`src/rtl/mem_access_stage.sv`:
```
// Memory-access stage of the pipelined NAND CPU: retires ALU ops in one cycle and
// runs loads/stores over a variable-latency req/ack port, with a timeout that abandons hung accesses.
module mem_access_stage #(
    parameter int DATA_W      = 16,
    parameter int ADDR_W      = 16,
    parameter int MEM_TIMEOUT = 255
) (
    input  logic              clk,
    input  logic              rst,
    input  logic              in_valid,
    input  logic              in_mem_access,
    input  logic              in_mem_write,
    input  logic [ADDR_W-1:0] in_mem_addr,
    input  logic [DATA_W-1:0] in_store_data,
    input  logic [DATA_W-1:0] in_alu_result,
    input  logic              in_reg_write,
    input  logic [3:0]        in_reg_addr,
    input  logic              in_ps_write,
    input  logic              in_ps_data,
    output logic              stall_out,
    output logic              mem_req,
    output logic              mem_we,
    output logic [ADDR_W-1:0] mem_addr,
    output logic [DATA_W-1:0] mem_wdata,
    input  logic              mem_ack,
    input  logic [DATA_W-1:0] mem_rdata,
    output logic              wb_valid,
    output logic              wb_reg_write,
    output logic [3:0]        wb_reg_addr,
    output logic [DATA_W-1:0] wb_reg_data,
    output logic              wb_ps_write,
    output logic              wb_ps_data,
    output logic              mem_err
);
    typedef enum logic {IDLE, WAIT} state_t;

    localparam logic [15:0] TMO_LAST = 16'(MEM_TIMEOUT - 1);

    state_t              state_q;
    logic [15:0]         cnt_q;
    logic                mem_req_q, mem_we_q, mem_err_q;
    logic [ADDR_W-1:0]   mem_addr_q;
    logic [DATA_W-1:0]   mem_wdata_q;
    logic                wb_valid_q, wb_reg_write_q, wb_ps_write_q, wb_ps_data_q;
    logic [3:0]          wb_reg_addr_q;
    logic [DATA_W-1:0]   wb_reg_data_q;
    // Controls of the in-flight memory op, replayed at retire
    logic                lat_store_q, lat_reg_write_q, lat_ps_write_q, lat_ps_data_q;
    logic [3:0]          lat_reg_addr_q;
    logic [DATA_W-1:0]   lat_alu_q;

    always_ff @(posedge clk) begin
        if (rst) begin
            state_q         <= IDLE;
            cnt_q           <= '0;
            mem_req_q       <= 1'b0;
            mem_we_q        <= 1'b0;
            mem_addr_q      <= '0;
            mem_wdata_q     <= '0;
            mem_err_q       <= 1'b0;
            wb_valid_q      <= 1'b0;
            wb_reg_write_q  <= 1'b0;
            wb_reg_addr_q   <= '0;
            wb_reg_data_q   <= '0;
            wb_ps_write_q   <= 1'b0;
            wb_ps_data_q    <= 1'b0;
            lat_store_q     <= 1'b0;
            lat_reg_write_q <= 1'b0;
            lat_reg_addr_q  <= '0;
            lat_alu_q       <= '0;
            lat_ps_write_q  <= 1'b0;
            lat_ps_data_q   <= 1'b0;
        end else begin
            // wb_valid is a pulse; data fields hold unless a retire overwrites them
            wb_valid_q     <= 1'b0;
            wb_reg_write_q <= 1'b0;
            wb_ps_write_q  <= 1'b0;
            case (state_q)
                IDLE: begin
                    if (in_valid && in_mem_access) begin
                        state_q         <= WAIT;
                        cnt_q           <= '0;
                        mem_req_q       <= 1'b1;
                        mem_we_q        <= in_mem_write;
                        mem_addr_q      <= in_mem_addr;
                        mem_wdata_q     <= in_store_data;
                        lat_store_q     <= in_mem_write;
                        lat_reg_write_q <= in_reg_write;
                        lat_reg_addr_q  <= in_reg_addr;
                        lat_alu_q       <= in_alu_result;
                        lat_ps_write_q  <= in_ps_write;
                        lat_ps_data_q   <= in_ps_data;
                    end else if (in_valid) begin
                        wb_valid_q     <= 1'b1;
                        wb_reg_write_q <= in_reg_write;
                        wb_reg_addr_q  <= in_reg_addr;
                        wb_reg_data_q  <= in_alu_result;
                        wb_ps_write_q  <= in_ps_write;
                        wb_ps_data_q   <= in_ps_data;
                    end
                end
                WAIT: begin
                    if (mem_ack) begin
                        state_q        <= IDLE;
                        mem_req_q      <= 1'b0;
                        mem_we_q       <= 1'b0;
                        wb_valid_q     <= 1'b1;
                        wb_reg_write_q <= lat_reg_write_q;
                        wb_reg_addr_q  <= lat_reg_addr_q;
                        wb_reg_data_q  <= lat_store_q ? lat_alu_q : mem_rdata;
                        wb_ps_write_q  <= lat_ps_write_q;
                        wb_ps_data_q   <= lat_ps_data_q;
                    end else if (cnt_q == TMO_LAST) begin
                        // Abandoned access still retires, but with no architectural effect
                        state_q       <= IDLE;
                        mem_req_q     <= 1'b0;
                        mem_we_q      <= 1'b0;
                        mem_err_q     <= 1'b1;
                        wb_valid_q    <= 1'b1;
                        wb_reg_addr_q <= lat_reg_addr_q;
                        wb_reg_data_q <= lat_alu_q;
                        wb_ps_data_q  <= lat_ps_data_q;
                    end else if (cnt_q != 16'hFFFF) begin
                        cnt_q <= cnt_q + 16'd1;
                    end
                end
                default: state_q <= IDLE;
            endcase
        end
    end

    assign stall_out    = (state_q == WAIT);
    assign mem_req      = mem_req_q;
    assign mem_we       = mem_we_q;
    assign mem_addr     = mem_addr_q;
    assign mem_wdata    = mem_wdata_q;
    assign mem_err      = mem_err_q;
    assign wb_valid     = wb_valid_q;
    assign wb_reg_write = wb_reg_write_q;
    assign wb_reg_addr  = wb_reg_addr_q;
    assign wb_reg_data  = wb_reg_data_q;
    assign wb_ps_write  = wb_ps_write_q;
    assign wb_ps_data   = wb_ps_data_q;
endmodule

```
`config.mk`:
```
export PLATFORM = sky130hd
export DESIGN_NAME = mem_access_stage
export DESIGN_NICKNAME = d
export VERILOG_FILES = /design/src/rtl/mem_access_stage.sv
export SDC_FILE = /design/constraint.sdc
export NUM_CORES = 1
export LEC_CHECK = 0
export ABC_AREA = 1
export CAP_MARGIN = 20
export CORE_ASPECT_RATIO = 0.5
export CORE_MARGIN = 3
export CORE_UTILIZATION = 47
export DETAILED_ROUTE_END_ITERATION = 16
export PLACE_DENSITY = 0.84
export RECOVER_POWER = 100
export SLEW_MARGIN = 20
export SYNTH_ARGS = -nofsm -noshare
export SYNTH_HDL_FRONTEND = slang
export SYNTH_SLANG_ARGS = --single-unit
export TNS_END_PERCENT = 20
```
`constraint.sdc`:
```
create_clock -name clk -period 1.8 [get_ports clk]
set_input_delay 0.18 -clock clk [delete_from_list [all_inputs] [get_ports clk]]
set_output_delay 0.18 -clock clk [all_outputs]
set_load 0.05 [all_outputs]
```
==> results.cfg, run 1 <==
[place]
routabilityCongestion = 0.878
port-buffer-count = 136
placedCellCount = 877
hpwl_mm = 9.02

[clock_network]
hold_buffers = 0
cts_tree = yes
numClockSinks = 100
cts_root_buffer = clkbuf_16
clkTransAtPathRegs_ns = 0.07
clock_path_buffers = 2
clk_latency_ns = 0.34
numCtsBuffers = 9
htreeDepth = 3

[critical_path]
critPathCapture = lat_alu_q[2]
criticalPathCategory = flip-flop to flip-flop
r2r-start = stall_out
crit_arrival_ns = 2.12
max_stage_delay_ns = 0.33
crit_fanout = 12
cp_slowest_cell = dfxtp_2
r2r_setup_slack_ns = -0.05
cpLargestDelayFamily = buffers and inverters
crit_path_start_kind = flip-flop
cp.depth = 6
path_cells = buf_4 > nor2_2 > clkinvlp_4 > nor2_4 > clkinvlp_2 > o21ai_0
cp-startpoint = stall_out
r2r_cells = 6
critPathRequiredTime_ns = 2.07
worst-path-buf-inv = 3
r2r_end = lat_alu_q[2]
crit_path_end_kind = flip-flop

[logic_synthesis]
yosysUniqueCellTypes = 28
ys_seq_elements = 100
ys_top_cells_by_area = dfxtp_1, nor2_1, o21ai_0, nand2_1, nand3_1
synth_area_mm2 = 0.00445
synthTopCellsByCount = nor2_1, dfxtp_1, o21ai_0
synth.most_common_cell = nor2_1
syn-num-nets = 718
syn_area_per_cell_um2 = 6.96
synth_ff_type = dfxtp_1
ys_warn_count = 0
yosysTopAreaCell = dfxtp_1
synth_cells = 639
synth_top_cell_area_share_pct = 45.0
synthArstFlopShare_pct = 0
synth-seq-area-share_pct = 45.0
synth-edff-count = 0

[floorplan]
die_x_um = 144
die_y_um = 74.8
initial_core_util_pct = 49.7
rows = 24
ios = 137
fp.dieArea_mm2 = 0.0107
core-area_mm2 = 0.00895

[worst_hold_path]
worstHoldStart = in_mem_write
hp-class = input pin to flip-flop

[route]
wl_per_cell_um = 14.9
initialDrtViolationCount = 355
first_pass_iters = 5
vias = 4761
drc = 0
totalWireLength_mm = 13.4
antenna_left = 0
viasPerCell = 5.28

[outcome]
outcome = finished, violations left
violations = negative setup slack

[final_layout]
fin_cells = 902
drive_above_1_share_pct = 9.30
synthToLayoutAreaGrowth_pct = 42.7
fill_cells = 717
diodes = 0
fin_nets = 859
final_core_util_pct = 71.0

[sta]
fin_skew_ns = 0.00918
relSlewSlack_pct = 63.7
drv_slew = 0
setup_ws_ns = -0.0524
rsz0062_at_grt = true
setup-tns-final_ns = -0.213
tightest_slew_ns = 0.543
hold_viol = 0
whs_ns = 0.404
fmax_mhz = 540
finalWorstPathRequiredPeriod_ns = 1.85
setup_viol = 5
finalCritPeriodShare_pct = 103

[power]
finalPower_mw = 5.52
ir_drop_mv = 0.556
p_leak_nw = 2.62
powerDensity_mw_per_mm2 = 870

[grt]
grt_pass1_wl_mm = 20.7
grt_max_degree = 66
antenna_found_initial = 0
grtUsageTotal_pct = 23.9
grt_overflow = 0
grt_pass1_vias = 4363

[flow_run]
drv_cap = 0
[where the power goes]
group,switching (mW),internal [mW],total (mW)
clock network,0.840,0.944,1.78
registers,0.0816,2.36,2.44
logic,0.795,0.500,1.29
[layout by cell type (no fill, tap or decap), drive strengths merged]
cell / count
dfxtp: 100
o21ai: 100
nor2: 171
nor3: 1
xor2: 1
ha: 2
buf: 29
nand3b: 1
nand2: 85
or2: 1
a21oi: 18
clkinv: 5
o22ai: 16
nor3b: 2
clkdlybuf4s50: 135
clkinvlp: 4
nand4: 4
inv: 46
clkbuf: 11
nand3: 51
o21bai: 2
[worst min path at each step]
stage	endpoint	slack [ns]	depth (start not counted)
floorplan	wb_ps_write	0.25	1
global placement	mem_req	0.44	2
detailed placement	mem_err	0.45	2
CTS	mem_we	0.40	3
global route	mem_wdata[10]	0.43	3
finish	mem_we	0.40	3
[cells by family (layout without fill, tap and decap cells)]
kind of cell | after synthesis | count (layout) | synth area share [%]
AOI/OAI and AO/OA | 136 | 136 | 16.1
xor gates and xnor gates | 1 | 1 | 0.197
adders and majority gates | 2 | 2 | 0.562
buffers and inverters | 86 | 230 | 8.52
DFF | 100 | 100 | 45.0
and+or+nand+nor | 314 | 316 | 29.6
[flip-flops by register name, summed over array words and instances, names as in the netlist]
signal and count:
cnt_q 16, lat_alu_q 16, lat_ps_data_q 1, lat_ps_write_q 1, lat_reg_addr_q 4, lat_reg_write_q 1
lat_store_q 1, mem_addr 16, mem_err 1, mem_req 1, mem_wdata 16, mem_we 1
stall_out 1, wb_ps_data 1, wb_ps_write 1, wb_reg_addr 4, wb_reg_data 16, wb_reg_write 1
wb_valid 1
[worst register-to-register path, cell delays in order, from the launching register on]
cell        delay, ns
dfxtp_2          0.33
buf_4            0.20
nor2_2           0.21
clkinvlp_4       0.23
nor2_4           0.27
clkinvlp_2       0.30
o21ai_0          0.23
[layout make-up]
type	instances	area (um^2)	share of cell area [%]
Multi-Input combinational cell	455	2120	33.4
Inverter	48	188	2.96
Tap cell	117	146	2.30
Sequential cell	100	2000	31.6
Timing Repair Buffer	164	1610	25.4
Clock buffer	11	233	3.66
Timing Repair inverter	2	12.5	0.197
Clock inverter	5	36.3	0.571
[metrics by stage]
stage | setup slack [ns] | instance area, um^2
2_1_floorplan | 0.158 | 4450
4_1_cts | -0.0285 | 6250
6_report | -0.0524 | 6350
5_1_grt | -0.111 | 6350
3_3_place_gp | -0.146 | 5970
3_5_place_dp | -0.258 | 5970
[what timing repair did]
action / in CTS / in global routing
setup buffers: 0 / 5
pin swaps: 1 / 6
gates resized for setup: 1 / 14
hold endpoints to repair: 0 / 0
gates cloned: 1 / 3
endpoints found under the setup margin: 32 / 57
[per-layer routing]
layer	vias to the layer above	wire [um]	track usage, %
met2	191	6680	41.3
met4	0	227	7.83
met5	-	0	0
met1	2200	5580	30.2
met3	20	910	5.84
li1	2350	-	-
(Power assumes the default switching activity.)
==> run 2: changes to the inputs <==
ABC_CLOCK_PERIOD_IN_PS = 1800   (was not set)
CORE_MARGIN = not set   (was 3)
==> run 2 against run 1 <==
The flow now finishes without violations. Die area is 8.0% lower. Sequential power hardly changed. Critical path depth is 5 lower. Flip-flop and latch count stayed put. Register-to-register slack better by 0.17 ns. Largest cell class unchanged. Final cell count is 0.33% lower. Clock-buffer cell count is 2 lower.
==> results.cfg, run 2 (synthesis gave the netlist of run 1 again) <==
[clock_network]
cts_tree = yes
numCtsBuffers = 9
cts_root_buffer = clkbuf_16
clock_path_buffers = 2
numClockSinks = 100
clk_latency_ns = 0.35
clkTransAtPathRegs_ns = 0.07
htreeDepth = 3

[critical_path]
crit_path_start_kind = flip-flop
cp_slowest_cell = dlygate4sd3_1
path_cells = dlygate4sd3_1
max_stage_delay_ns = 0.88
critPathRequiredTime_ns = 1.62
criticalPathCategory = flip-flop to primary output
crit_path_end_kind = primary output
r2r_setup_slack_ns = 0.12
cp.depth = 1
crit_fanout = 2
r2r_cells = 10
r2r_end = cnt_q[6]
cp-startpoint = mem_addr[3]
worst-path-buf-inv = 1
crit_arrival_ns = 1.57
r2r-start = cnt_q[0]
cpLargestDelayFamily = buffers and inverters
critPathCapture = mem_addr[3]

[sta]
hold_viol = 0
setup-tns-final_ns = 0
drv_slew = 0
tightest_slew_ns = 0.631
whs_ns = 0.406
relSlewSlack_pct = 57.9
setup_viol = 0
finalCritPeriodShare_pct = 97.0
fin_skew_ns = 0.00494
rsz0062_at_grt = false
finalWorstPathRequiredPeriod_ns = 1.75
fmax_mhz = 573

[power]
p_leak_nw = 2.72
power.switching_mw = 1.75
p_int_mw = 4.08
ir_drop_mv = 0.618
sw_frac_of_total_pct = 30.0
clkPwrFrac_pct = 36.6
p_comb_share_pct = 21.5
powerDensity_mw_per_mm2 = 916
share_seq_of_total_power_pct = 41.9

[final_layout]
diodes = 0
final_area_mm2 = 0.00636
final_core_util_pct = 71.1
final_common_cell = nor2_1
layout_common_cells = nor2_1, clkdlybuf4s50_1, o21ai_0, dfxtp_1, nand2_1
fin_nets = 856
fin_cells = 899
fill_cells = 690
drive_above_1_share_pct = 8.57
synthToLayoutAreaGrowth_pct = 43.1

[place]
hpwl_mm = 8.21
routabilityCongestion = 0.893
port-buffer-count = 136
placedCellCount = 878
placed_area_mm2 = 0.00599

[floorplan]
initial_core_util_pct = 49.7
ios = 137
rows = 24
core-area_mm2 = 0.00895
die_x_um = 140
die_y_um = 70.8
fp.dieArea_mm2 = 0.00988

[grt]
grt_pass1_wl_mm = 20.4
grt_overflow = 0
top_usage_layer = met2
globalRouteMet3Util_pct = 8.26
use_met2_pct = 43.4
grt_max_degree = 57
grtUsageTotal_pct = 25.8
use_met1_pct = 31.3
antenna_found_initial = 0
grt_pass1_vias = 4370

[route]
first_pass_iters = 5
antenna_left = 0
drc = 0
viasPerCell = 5.18
vias = 4660
wl_per_cell_um = 13.7
totalWireLength_mm = 12.3
initialDrtViolationCount = 403

[outcome]
outcome = finished, final reports clean

[worst_hold_path]
hp-class = input pin to flip-flop
worstHoldStart = in_mem_addr[0]

[flow_run]
drv_cap = 0
## run 2: stage by stage
stage	power (mW)	worst slack, ns
after detailed placement	3.74	-0.255
after CTS	5.87	0.0336
after global placement	3.73	-0.156
after global routing	6.05	0.0117
after floorplan	3.24	0.158
final	5.83	0.0533
## run 2: layer usage
| layer | routed length [um] | vias up | part of all wire (%) |
|---|---|---|---|
| met3 | 867 | 22 | 7.0 |
| met5 | 0 | - | 0 |
| li1 | - | 2348 | - |
| met2 | 5870 | 164 | 48 |
| met4 | 243 | 0 | 2.0 |
| met1 | 5360 | 2126 | 43 |
## run 2: worst min path at each step
stage / depth (start not counted) / slack [ns] / to
3_3_place_gp: 2 / 0.44 / mem_req
3_5_place_dp: 2 / 0.44 / mem_req
4_1_cts: 3 / 0.40 / mem_addr[0]
2_1_floorplan: 1 / 0.25 / wb_ps_write
5_1_grt: 3 / 0.41 / mem_addr[3]
6_report: 3 / 0.41 / mem_addr[0]
## run 2: power groups by stage
stage	Combinational [mW]	Clock [mW]	Sequential, mW
after floorplan	0.406	0	2.83
after global placement	1.24	0	2.49
after detailed placement	1.25	0	2.49
after CTS	1.27	2.17	2.44
after global routing	1.34	2.25	2.46
final	1.25	2.14	2.44
## run 2: area by class of cell
cell class              instances  area [um^2]  area share [%]
clock buffers                   9          225            3.54
inverters                      48          180            2.83
multi-input cells             454         2090            32.9
well taps                     117          146            2.30
flip-flops and latches        100         2000            31.5
clock inverters                 7          104            1.63
repair buffers                164         1610            25.3
## run 2: what timing repair did
item,in CTS,in global routing
pin swaps,1,1
buffers inserted,2,2
hold buffers,0,0
gates cloned,1,0
setup endpoints to repair,31,22
gates resized for setup,1,6
hold endpoints to repair,0,0
## run 2: worst reg2reg max path, delay by kind of cell, from the launching register on
kind	cells	cell delay [ns]
AND/OR/NAND/NOR	6	0.67
flip-flops	1	0.33
AO/OA/AOI/OAI	2	0.32
adder cells (fa/ha/maj)	1	0.18
buffers and inverters	1	0.11
